`src/rtl/brs_result_fifo.sv`:
```
// Result FIFO behind the conditional XOR/AND bitwise unit. Keeps a running
// XOR checksum and a saturating AND-mode word counter over all accepted words.
module brs_result_fifo #(
    parameter int DEPTH = 4,
    parameter int WIDTH = 8
) (
    input  logic                     clk,
    input  logic                     rst,
    input  logic                     clr,
    input  logic                     in_valid,
    input  logic [WIDTH-1:0]         in_data,
    input  logic                     in_mode,
    output logic                     in_ready,
    output logic                     out_valid,
    output logic [WIDTH-1:0]         out_data,
    output logic                     out_mode,
    input  logic                     out_ready,
    output logic [$clog2(DEPTH):0]   count,
    output logic [WIDTH-1:0]         checksum,
    output logic [7:0]               and_cnt
);

    localparam int PW = $clog2(DEPTH);
    localparam int CW = PW + 1;
    localparam logic [CW-1:0] FULL_CNT = CW'(DEPTH);

    // Handshake: a word transfers on an edge where valid && ready; the
    // producer holds its payload while valid && !ready.
    logic [WIDTH:0]    mem_q [DEPTH];
    logic [PW-1:0]     wr_ptr_q, wr_ptr_d;
    logic [PW-1:0]     rd_ptr_q, rd_ptr_d;
    logic [CW-1:0]     count_q, count_d;
    logic [WIDTH-1:0]  checksum_q, checksum_d;
    logic [7:0]        and_cnt_q, and_cnt_d;
    logic              push;
    logic              pop;
    logic [WIDTH:0]    head;

    // No pass-through when full: in_ready depends only on stored occupancy.
    assign in_ready  = (count_q != FULL_CNT);
    assign out_valid = (count_q != '0);
    assign push      = in_valid && in_ready;
    assign pop       = out_valid && out_ready;
    assign head      = mem_q[rd_ptr_q];
    assign out_data  = out_valid ? head[WIDTH-1:0] : '0;
    assign out_mode  = out_valid ? head[WIDTH] : 1'b0;
    assign count     = count_q;
    assign checksum  = checksum_q;
    assign and_cnt   = and_cnt_q;

    always_comb begin
        wr_ptr_d   = wr_ptr_q;
        rd_ptr_d   = rd_ptr_q;
        count_d    = count_q;
        checksum_d = checksum_q;
        and_cnt_d  = and_cnt_q;
        if (clr) begin
            wr_ptr_d   = '0;
            rd_ptr_d   = '0;
            count_d    = '0;
            checksum_d = '0;
            and_cnt_d  = '0;
        end else begin
            if (push) begin
                wr_ptr_d   = wr_ptr_q + PW'(1);
                checksum_d = checksum_q ^ in_data;
                if (in_mode && (and_cnt_q != 8'hFF)) begin
                    and_cnt_d = and_cnt_q + 8'd1;
                end
            end
            if (pop) begin
                rd_ptr_d = rd_ptr_q + PW'(1);
            end
            case ({push, pop})
                2'b10:   count_d = count_q + CW'(1);
                2'b01:   count_d = count_q - CW'(1);
                default: count_d = count_q;
            endcase
        end
    end

    always_ff @(posedge clk or posedge rst) begin
        if (rst) begin
            wr_ptr_q   <= '0;
            rd_ptr_q   <= '0;
            count_q    <= '0;
            checksum_q <= '0;
            and_cnt_q  <= '0;
        end else begin
            wr_ptr_q   <= wr_ptr_d;
            rd_ptr_q   <= rd_ptr_d;
            count_q    <= count_d;
            checksum_q <= checksum_d;
            and_cnt_q  <= and_cnt_d;
        end
    end

    // Storage is left unreset; entries are only visible while count is nonzero.
    always_ff @(posedge clk) begin
        if (push && !clr) begin
            mem_q[wr_ptr_q] <= {in_mode, in_data};
        end
    end

endmodule

```
`config.mk`:
```
export PLATFORM = sky130hd
export DESIGN_NAME = brs_result_fifo
export DESIGN_NICKNAME = d
export VERILOG_FILES = /design/src/rtl/brs_result_fifo.sv
export SDC_FILE = /design/constraint.sdc
export NUM_CORES = 1
export LEC_CHECK = 0
export BUFFER_PORTS_ARGS = -buffer_cell sky130_fd_sc_hd__buf_2
export CORE_MARGIN = 3
export CORE_UTILIZATION = 40
export CTS_CLUSTER_SIZE = 20
export DETAILED_ROUTE_END_ITERATION = 7
export SYNTH_ARGS = -nofsm -noshare
export SYNTH_HDL_FRONTEND = slang
export SYNTH_SLANG_ARGS = --single-unit
```
`constraint.sdc`:
```
create_clock -name clk -period 1.9 [get_ports clk]
set_input_delay 0.095 -clock clk [delete_from_list [all_inputs] [get_ports clk]]
set_output_delay 0.095 -clock clk [all_outputs]
set_load 0.01 [all_outputs]
```
== Yosys cells after proc, flatten, opt, wreduce, memory -nomap -nowiden ==
Memories as Yosys holds them, arrays and structs flattened.
Index checks and enable logic that the tools add are counted.
Word-level totals
  memories: 1
  input bits: 14
  RAM bits: 36
  register bits after elaboration: 23
  output and inout bits: 30
Memory list
  mem_q: words 4, bits a word 9, rd ports 1, clocked after Yosys merged registers in 0, write ports 1, line 29  | logic [WIDTH:0] mem_q [DEPTH];
Cells by class
  reductions and logical operators: 11
  equal/unequal tests: 4
  bitwise gates (word level): 1
  $add $sub $neg: 5
  mux-type cells: 15
Operators with widths (count)
  two-way mux 8 bit: 6
  adder 8 x 1 -> 8 bit (second input constant): 1
  two-way mux 2 bit: 4
  != test 8 bit (second input constant): 1
  bitwise XOR 8 bit: 1
  case mux 3 bit (2 select lines): 1
  nonzero test 2 bit: 3
  nonzero test 3 bit: 2
  adder 2 x 1 -> 2 bit (second input constant): 2
  logical AND 1 bit: 4
  adder 3 x 1 -> 3 bit (second input constant): 1
  two-way mux 1 bit: 3
  two-way mux 3 bit: 1
  != test 3 bit (second input constant): 1
  subtractor 3 x 1 -> 3 bit (second input constant): 1
  == test 2 x 1 -> 1 bit (second input constant): 1
  == test 2 bit (second input constant): 1
  AND reduction 2 bit: 1
  zero test 1 bit: 1

== Logic depth before layout (Yosys ltp) ==
Gate-level depths: netlist of the first run.
  depth after elaboration: 5
  mapped depth: 7

== Worst setup path before layout of the first run ==
No wires, ideal clock.
  path kind: register -> register
  start point: register count_q[1], in the netlist count[1]
  end point: register count_q[2], in the netlist count[2]
  path buffers: 0
  library setup time: 0.129 ns
  stages on the path, launching flop included: 7
  data arrival time: 1.906 ns
  setup slack: -0.136 ns
  data required time: 1.771 ns
  cell sequence: dfrtp_1 -> o31ai_1 -> a21oi_2 -> fa_1 -> a211oi_1 -> o21ai_0 -> nor3b_2
On the way
  cells in the longest elaborated chain, start to end: 5
RTL lines
  start, declared: line 32  | logic [CW-1:0] count_q, count_d;
  start signal, assigned: line 92  | count_q <= count_d;
  != test 3 bit / nonzero test 3 bit (equally long branches): line 40, 41
  logical AND 1 bit, on equally long branches: line 42, 43
  == test 2 x 1 -> 1 bit / == test 2 bit (equally long branches): line 74  | case ({push, pop})
  case mux 3 bit (2 select lines): line 74
  two-way mux 3 bit: line 57  | if (clr) begin
Parallel ways exist; a longest one is shown, timed or not.
A chain may end at the register's enable or synchronous reset.

== Final worst setup path of the first run ==
  start point: register count_q[0], in the netlist count[0]
  end point: register count_q[2], in the netlist count[2]
The elaborated chain is that of the path after synthesis.

==> results of run 1 <==
## registers in the layout (all words and copies together), names as in the netlist
name      count
and_cnt       8
checksum      8
count         3
mem_q        36
rd_ptr_q      2
wr_ptr_q      2
## kinds of logic after synthesis
group,synth area share [%]
mux,9.41
buf+inv,2.09
simple gates,14.3
xor+xnor,4.32
fa+ha+maj,3.14
compound gates,3.80
flops,62.9
## layout make-up
type	count	area [µm²]	share of cell area, %
clock buffer	9	124	3.75
inverter	3	11.3	0.341
timing repair buffer	66	410	12.4
multi-input combinational	115	962	29.1
sequential	59	1660	50.2
clock inverter	7	43.8	1.32
tap	75	93.8	2.84
## power groups by stage
stage               Clock (mW)  Combinational (mW)  Sequential, mW
finish                   0.953                1.37            1.61
global route              1.06                1.52            1.63
CTS                      0.988                1.35            1.62
detailed placement           0                1.31            1.64
global placement             0                1.31            1.64
floorplan                    0               0.812            1.65
## what timing repair did
item | 4_1_cts | 5_1_grt
buffers inserted | 0 | 2
endpoints found under the hold margin | 42 | 0
resized for setup | 2 | 7
hold buffers | 9 | 0
endpoints found under the setup margin | 10 | 38
pin swaps | 0 | 4
## Yosys cell counts (2+ instances only)
cell      number
edfxtp_1      36
dfrtp_1       23
nor2_1        18
nand3_1       15
and2_1        14
xor2_1        12
mux4_2         9
clkbuf_1       6
ha_1           5
o21ai_0        5
a21oi_1        4
nand2_1        4
inv_1          3
mux2i_1        3
or3_1          3
and4_1         2
buf_2          2
nand2b_1       2
nor3_1         2
## layer usage
| metal | global-route usage [%] | vias up | routed length [µm] |
|---|---|---|---|
| met1 | 20.3 | 825 | 2390 |
| met3 | 5.68 | 2 | 228 |
| met2 | 25.7 | 44 | 2670 |
| met5 | 0 | - | 0 |
| li1 | - | 813 | - |
| met4 | 4.60 | 0 | 30 |
## placed cells by master, fill, tap and decap left out, types with 2 or more instances in the layout
| cell type | n |
|---|---|
| buf_2 | 43 |
| edfxtp_1 | 36 |
| dfrtp_1 | 20 |
| nor2_1 | 18 |
| nand3_1 | 15 |
| buf_4 | 14 |
| xor2_1 | 12 |
| and2_1 | 11 |
| mux4_2 | 9 |
| clkbuf_8 | 9 |
| dlygate4sd3_1 | 9 |
| ha_1 | 5 |
| o21ai_0 | 4 |
| a21oi_1 | 4 |
| nand2_1 | 4 |
| mux2i_1 | 3 |
| inv_1 | 3 |
| and2_2 | 3 |
| clkinvlp_4 | 3 |
| dfrtp_2 | 3 |
| and4_1 | 2 |
| or3_1 | 2 |
| nor3_1 | 2 |
| nand2b_1 | 2 |
| clkinv_1 | 2 |
## final timing paths
check,startpoint,endpoint,slack [ns],depth (start not counted)
setup / recovery,count[0],count[2],0.11,6
hold / removal,in_mode,mem_q[0][8],0.03,1
setup reg to reg,count[0],count[2],0.11,6
hold reg to reg,checksum[1],checksum[1],0.54,2
max in group asynchronous,rst,checksum[4],1.01,4
min in group asynchronous,rst,and_cnt[6],0.37,3
## worst reg2reg max path, stage by stage (launching register included)
cell     delay (ns)
dfrtp_2        0.44
or3b_4         0.44
a21oi_4        0.17
fa_2           0.23
and4_1         0.19
o21ai_1        0.06
nor3b_2        0.15
==> results.cfg, run 1 <==
[worst_setup_path]
cp_slowest_stage_delay_ns = 0.44
endpoint_kind = register
startpoint_type = register
arrival_ns = 1.99
cp_cell_sequence = or3b_4 > a21oi_4 > fa_2 > and4_1 > o21ai_1 > nor3b_2
crit_type = reg -> reg
crit_fanout = 4
cpLargestDelayFamily = simple AND/OR/NAND/NOR gates
crit_path_top_delay_cell = dfrtp_2
crit_buf_inv = 0
critPathRequiredTime_ns = 2.10

[timing]
worstMarginPinSlew_ns = 0.582
skew_ns = 0.00919
drv_slew = 0
max_slew_margin_pct = 61.2
hold_viol_final = 0
rsz0062_at_grt = no
post-route-min-period_ns = 1.79
setup_tns_ns = 0
layout_setup_ws_ns = 0.111
whs_ns = 0.0254
finalSetupViolCount = 0
period_share_pct = 94.2
fmax_ghz = 0.559

[die]
dieArea_um2 = 7590
fp.dieW_um = 87.1
start_util_pct = 43.0
num_rows = 28
io_pins = 44
core_area_um2 = 6130
dieHeight_um = 87.1

[drt]
drt_iter0_drc = 62
drcViolationCount = 0
ant_nets = 0
vias = 1684
drt_wl_total_mm = 5.31
wl_per_cell_um = 15.9
dr.pass1.iters = 4
vias_per_cell = 5.04

[place]
dp_hpwl_mm = 3.67
dp_slack_ns = -0.0119
dp.cells = 307
postPlaceCellArea_um2 = 3010
gp_congestion = 0.769
port_buffers = 43

[yosys]
yosys.area.top_type_share_pct = 41.0
syn_area_um2 = 2630
synth_cells = 186
synth.area.top_cells = edfxtp_1, dfrtp_1, mux4_2, xor2_1, and2_1
yosysWarnings = 0
async_reset_ff_share_pct = 39.0
ys_ff_latch = 59
synth_top_flop_cell = edfxtp_1
yosysTopAreaCell = edfxtp_1
synth-edff-count = 36
synth_cell_types = 37
syn-mean-instance-area_um2 = 14.2
synth_nets = 206
seq_area_frac_synth_pct = 62.9

[clock_tree]
cts.sinks = 59
root_buffer = clkbuf_8
cts_buffers = 9
cts_tree = yes
clock_latency_ns = 0.33
clk_pin_slew_ns = 0.07
cts-htree-levels = 3
clock_path_buffers = 2

[final_layout]
fill_cells = 503
drive_above_1_share_pct = 37.8
layout.nets = 274
layout-area-overhead-vs-synth_pct = 25.5
utilization_pct = 53.9
antennaDiodeCount = 0
finalNonFillerCells = 334
design_area_um2 = 3310

[grt]
grt-ovfl-total = 0
antenna_found_initial = 0
grt_max_degree = 26
gr-usage-all-layers_pct = 15.9
grt_pass1_wl_mm = 8.84
grt_pass1_vias = 1743

[pwr]
combPwrFrac_pct = 34.8
total_power_mw = 3.93
ir_drop_v = 0.000806
switching_share_pct = 32.3
power.share.clock_pct = 24.2
p_sw_mw = 1.27
pwr-share-seq_pct = 41.0
p_int_mw = 2.66
power.leakage_nw = 1.38
power_density_nw_per_um2 = 1190

[hold_path]
min_path_type = in -> reg

[flow_run]
drv_cap = 0

[status]
outcome = finished clean
Note: power is estimated with default switching activity, not from simulation.
==> inputs of run 2 (changes only) <==
- ABC_AREA: default -> 1
==> run 2 against run 1 <==
- sequential share of layout area decreased by 1.3 points
- final area increased by 2.5%
- critical path depth is the same
- largest cell class unchanged
- largest power group unchanged
==> results.cfg, run 2 <==
[worst_setup_path]
startpoint_type = register
cp.depth = 6
crit_top_cell = nand2_1
crit_path_top_delay_cell = nor2_1
cp_cell_sequence = nor2_2 > nand2_1 > nand2_2 > inv_1 > nand2_1 > nor2_1
reg2reg_to = mem_q[2][6]
cpLargestDelayFamily = simple AND/OR/NAND/NOR gates
crit_start = count[1]
critPathRequiredTime_ns = 1.86
reg2regPathDepth = 6
crit_fanout = 9
endpoint_kind = register
crit_type = reg -> reg
cp_slowest_stage_delay_ns = 0.68
arrival_ns = 1.74
crit_buf_inv = 1
r2r-start = count[1]
reg2reg_slack_ns = 0.12
endpoint = mem_q[2][6]

[pwr]
combPwrFrac_pct = 29.8
p_sw_mw = 1.32
ir_drop_v = 0.000510
power.share.clock_pct = 32.3
p_int_mw = 2.80
switching_share_pct = 32.1
pwr-share-seq_pct = 37.9
power.leakage_nw = 1.54
power_density_nw_per_um2 = 1220

[final_layout]
drive_above_1_share_pct = 23.6
largest_register_ffs = 36
layout.nets = 363
antennaDiodeCount = 0
regMostFlops = mem_q
design_area_um2 = 3390
final_cell_mix = nor2_1, buf_2, nand2_1
layout-area-overhead-vs-synth_pct = 24.3
mostFrequentLayoutCell = nor2_1
finalNonFillerCells = 425

[grt]
gr-usage-all-layers_pct = 16.1
grt_pass1_vias = 1918
grt-ovfl-total = 0
antenna_found_initial = 0
grt_max_degree = 25
grt_pass1_wl_mm = 9.36

[timing]
rsz0062_at_grt = yes
drv_slew = 0
hold_viol_final = 0
setup_tns_ns = 0
finalSetupViolCount = 0
skew_ns = 0.00600
max_slew_margin_pct = 41.6
period_share_pct = 93.9
post-route-min-period_ns = 1.78
fmax_ghz = 0.560
worstMarginPinSlew_ns = 0.874
whs_ns = 0.00468

[clock_tree]
clock_path_buffers = 2
cts.sinks = 59
cts_tree = yes
clk_pin_slew_ns = 0.07
root_buffer = clkbuf_8
clock_latency_ns = 0.34
cts_buffers = 9
cts-htree-levels = 3
postCtsSetupRepairBufs = 0

[yosys]
async_reset_ff_share_pct = 39.0
yosys.area.top_type_share_pct = 39.7
syn-mean-instance-area_um2 = 9.77
synth_xor_area_share_pct = 0.643
synth-simple-area-share_pct = 17.6
seq_area_frac_synth_pct = 60.8
synth_cell_types = 26
syn_area_um2 = 2730
yosys.cell_count.top_type = nor2_1
synth_top_flop_cell = edfxtp_1
ys_ff_latch = 59
yosysWarnings = 0
synth_commonest_cells = nor2_1, nand2_1, o21ai_0, edfxtp_1, inv_1
synth_mux_area_share_pct = 0
synthAdderAreaFrac_pct = 3.03
synth_top_family_by_area = simple AND/OR/NAND/NOR gates
synth_cells = 279
synth.area.top_cells = edfxtp_1, dfrtp_1, nor2_1, o21ai_0, nand2_1
yosysTopAreaCell = edfxtp_1
synth-edff-count = 36
synth_compound_area_share_pct = 11.0
synth_nets = 299

[place]
dp_hpwl_mm = 3.80
port_buffers = 43
dp.cells = 401
postPlaceCellArea_um2 = 3060
gp_congestion = 0.808

[die]
dieArea_um2 = 7840
core_area_um2 = 6460
fp.dieW_um = 88.5
io_pins = 44
dieHeight_um = 88.5
start_util_pct = 42.2
num_rows = 29

[status]
outcome = finished clean

[flow_run]
drv_cap = 0

[drt]
vias = 2032
drcViolationCount = 0
drt_wl_total_mm = 5.55
drt_iter0_drc = 84
ant_nets = 0
vias_per_cell = 4.78
wl_per_cell_um = 13.0
dr.pass1.iters = 4

[hold_path]
min_path_type = in -> reg
whs_path_depth = 1
## run 2: cells by family after synthesis
logic type	after synthesis
XOR/XNOR	2
buffers and inverters	39
AO/OA/AOI/OAI	59
adder cells (fa/ha/maj)	6
flip-flops	59
AND/OR/NAND/NOR	114
## run 2: layout make-up
| cell class | count | area [µm²] |
|---|---|---|
| Sequential cell | 59 | 1660 |
| Clock inverter | 4 | 70.1 |
| Tap cell | 77 | 96.3 |
| Multi-Input combinational cell | 181 | 891 |
| Inverter | 30 | 130 |
| Timing Repair Buffer | 62 | 378 |
| Fill cell | 591 | 3070 |
| Clock buffer | 12 | 166 |
## run 2: timing repair
action	in CTS	in global routing
endpoints found under the hold margin	39	11
hold buffers	5	3
gates resized for setup	0	3
setup endpoints to repair	0	30
## run 2: worst register-to-register path, stage by stage, from the launching register on
cell     delay (ns)
dfrtp_1        0.36
nor2_2         0.06
nand2_1        0.09
nand2_2        0.06
inv_1          0.07
nand2_1        0.09
nor2_1         0.68
## run 2: power by group through the flow
stage / combinational (mW) / clock, mW / sequential [mW]
2_1_floorplan: 0.702 / 0 / 1.61
3_3_place_gp: 1.18 / 0 / 1.59
3_5_place_dp: 1.20 / 0 / 1.59
4_1_cts: 1.21 / 1.36 / 1.56
5_1_grt: 1.39 / 1.43 / 1.58
6_report: 1.23 / 1.33 / 1.56
## run 2: metal layers
layer | wire length, µm | vias up | global-route usage, %
li1 | - | 1051 | -
met1 | 2580 | 933 | 20.5
met2 | 2640 | 39 | 25.4
met3 | 251 | 9 | 6.15
met4 | 81 | 0 | 5.36
met5 | 0 | - | 0
## run 2: worst min path at each step
stage          startpoint           to  slack (ns)
2_1_floorplan         rst   and_cnt[0]         0.1
3_3_place_gp          rst   and_cnt[7]        0.16
3_5_place_dp          rst   and_cnt[7]        0.16
4_1_cts        in_data[6]  mem_q[1][6]      0.0002
5_1_grt        in_data[2]  mem_q[0][2]       0.008
6_report       in_data[2]  mem_q[0][2]       0.005
## run 2: metrics by stage
stage | setup WS, ns | total power [mW] | util (%)
after floorplan | 0.0164 | 2.31 | -
after global placement | 0.123 | 2.77 | 47.3
after detailed placement | 0.0358 | 2.78 | 47.3
after CTS | 0.0243 | 4.13 | 51.8
after global routing | -0.0695 | 4.40 | 52.5
final | 0.115 | 4.12 | 52.5
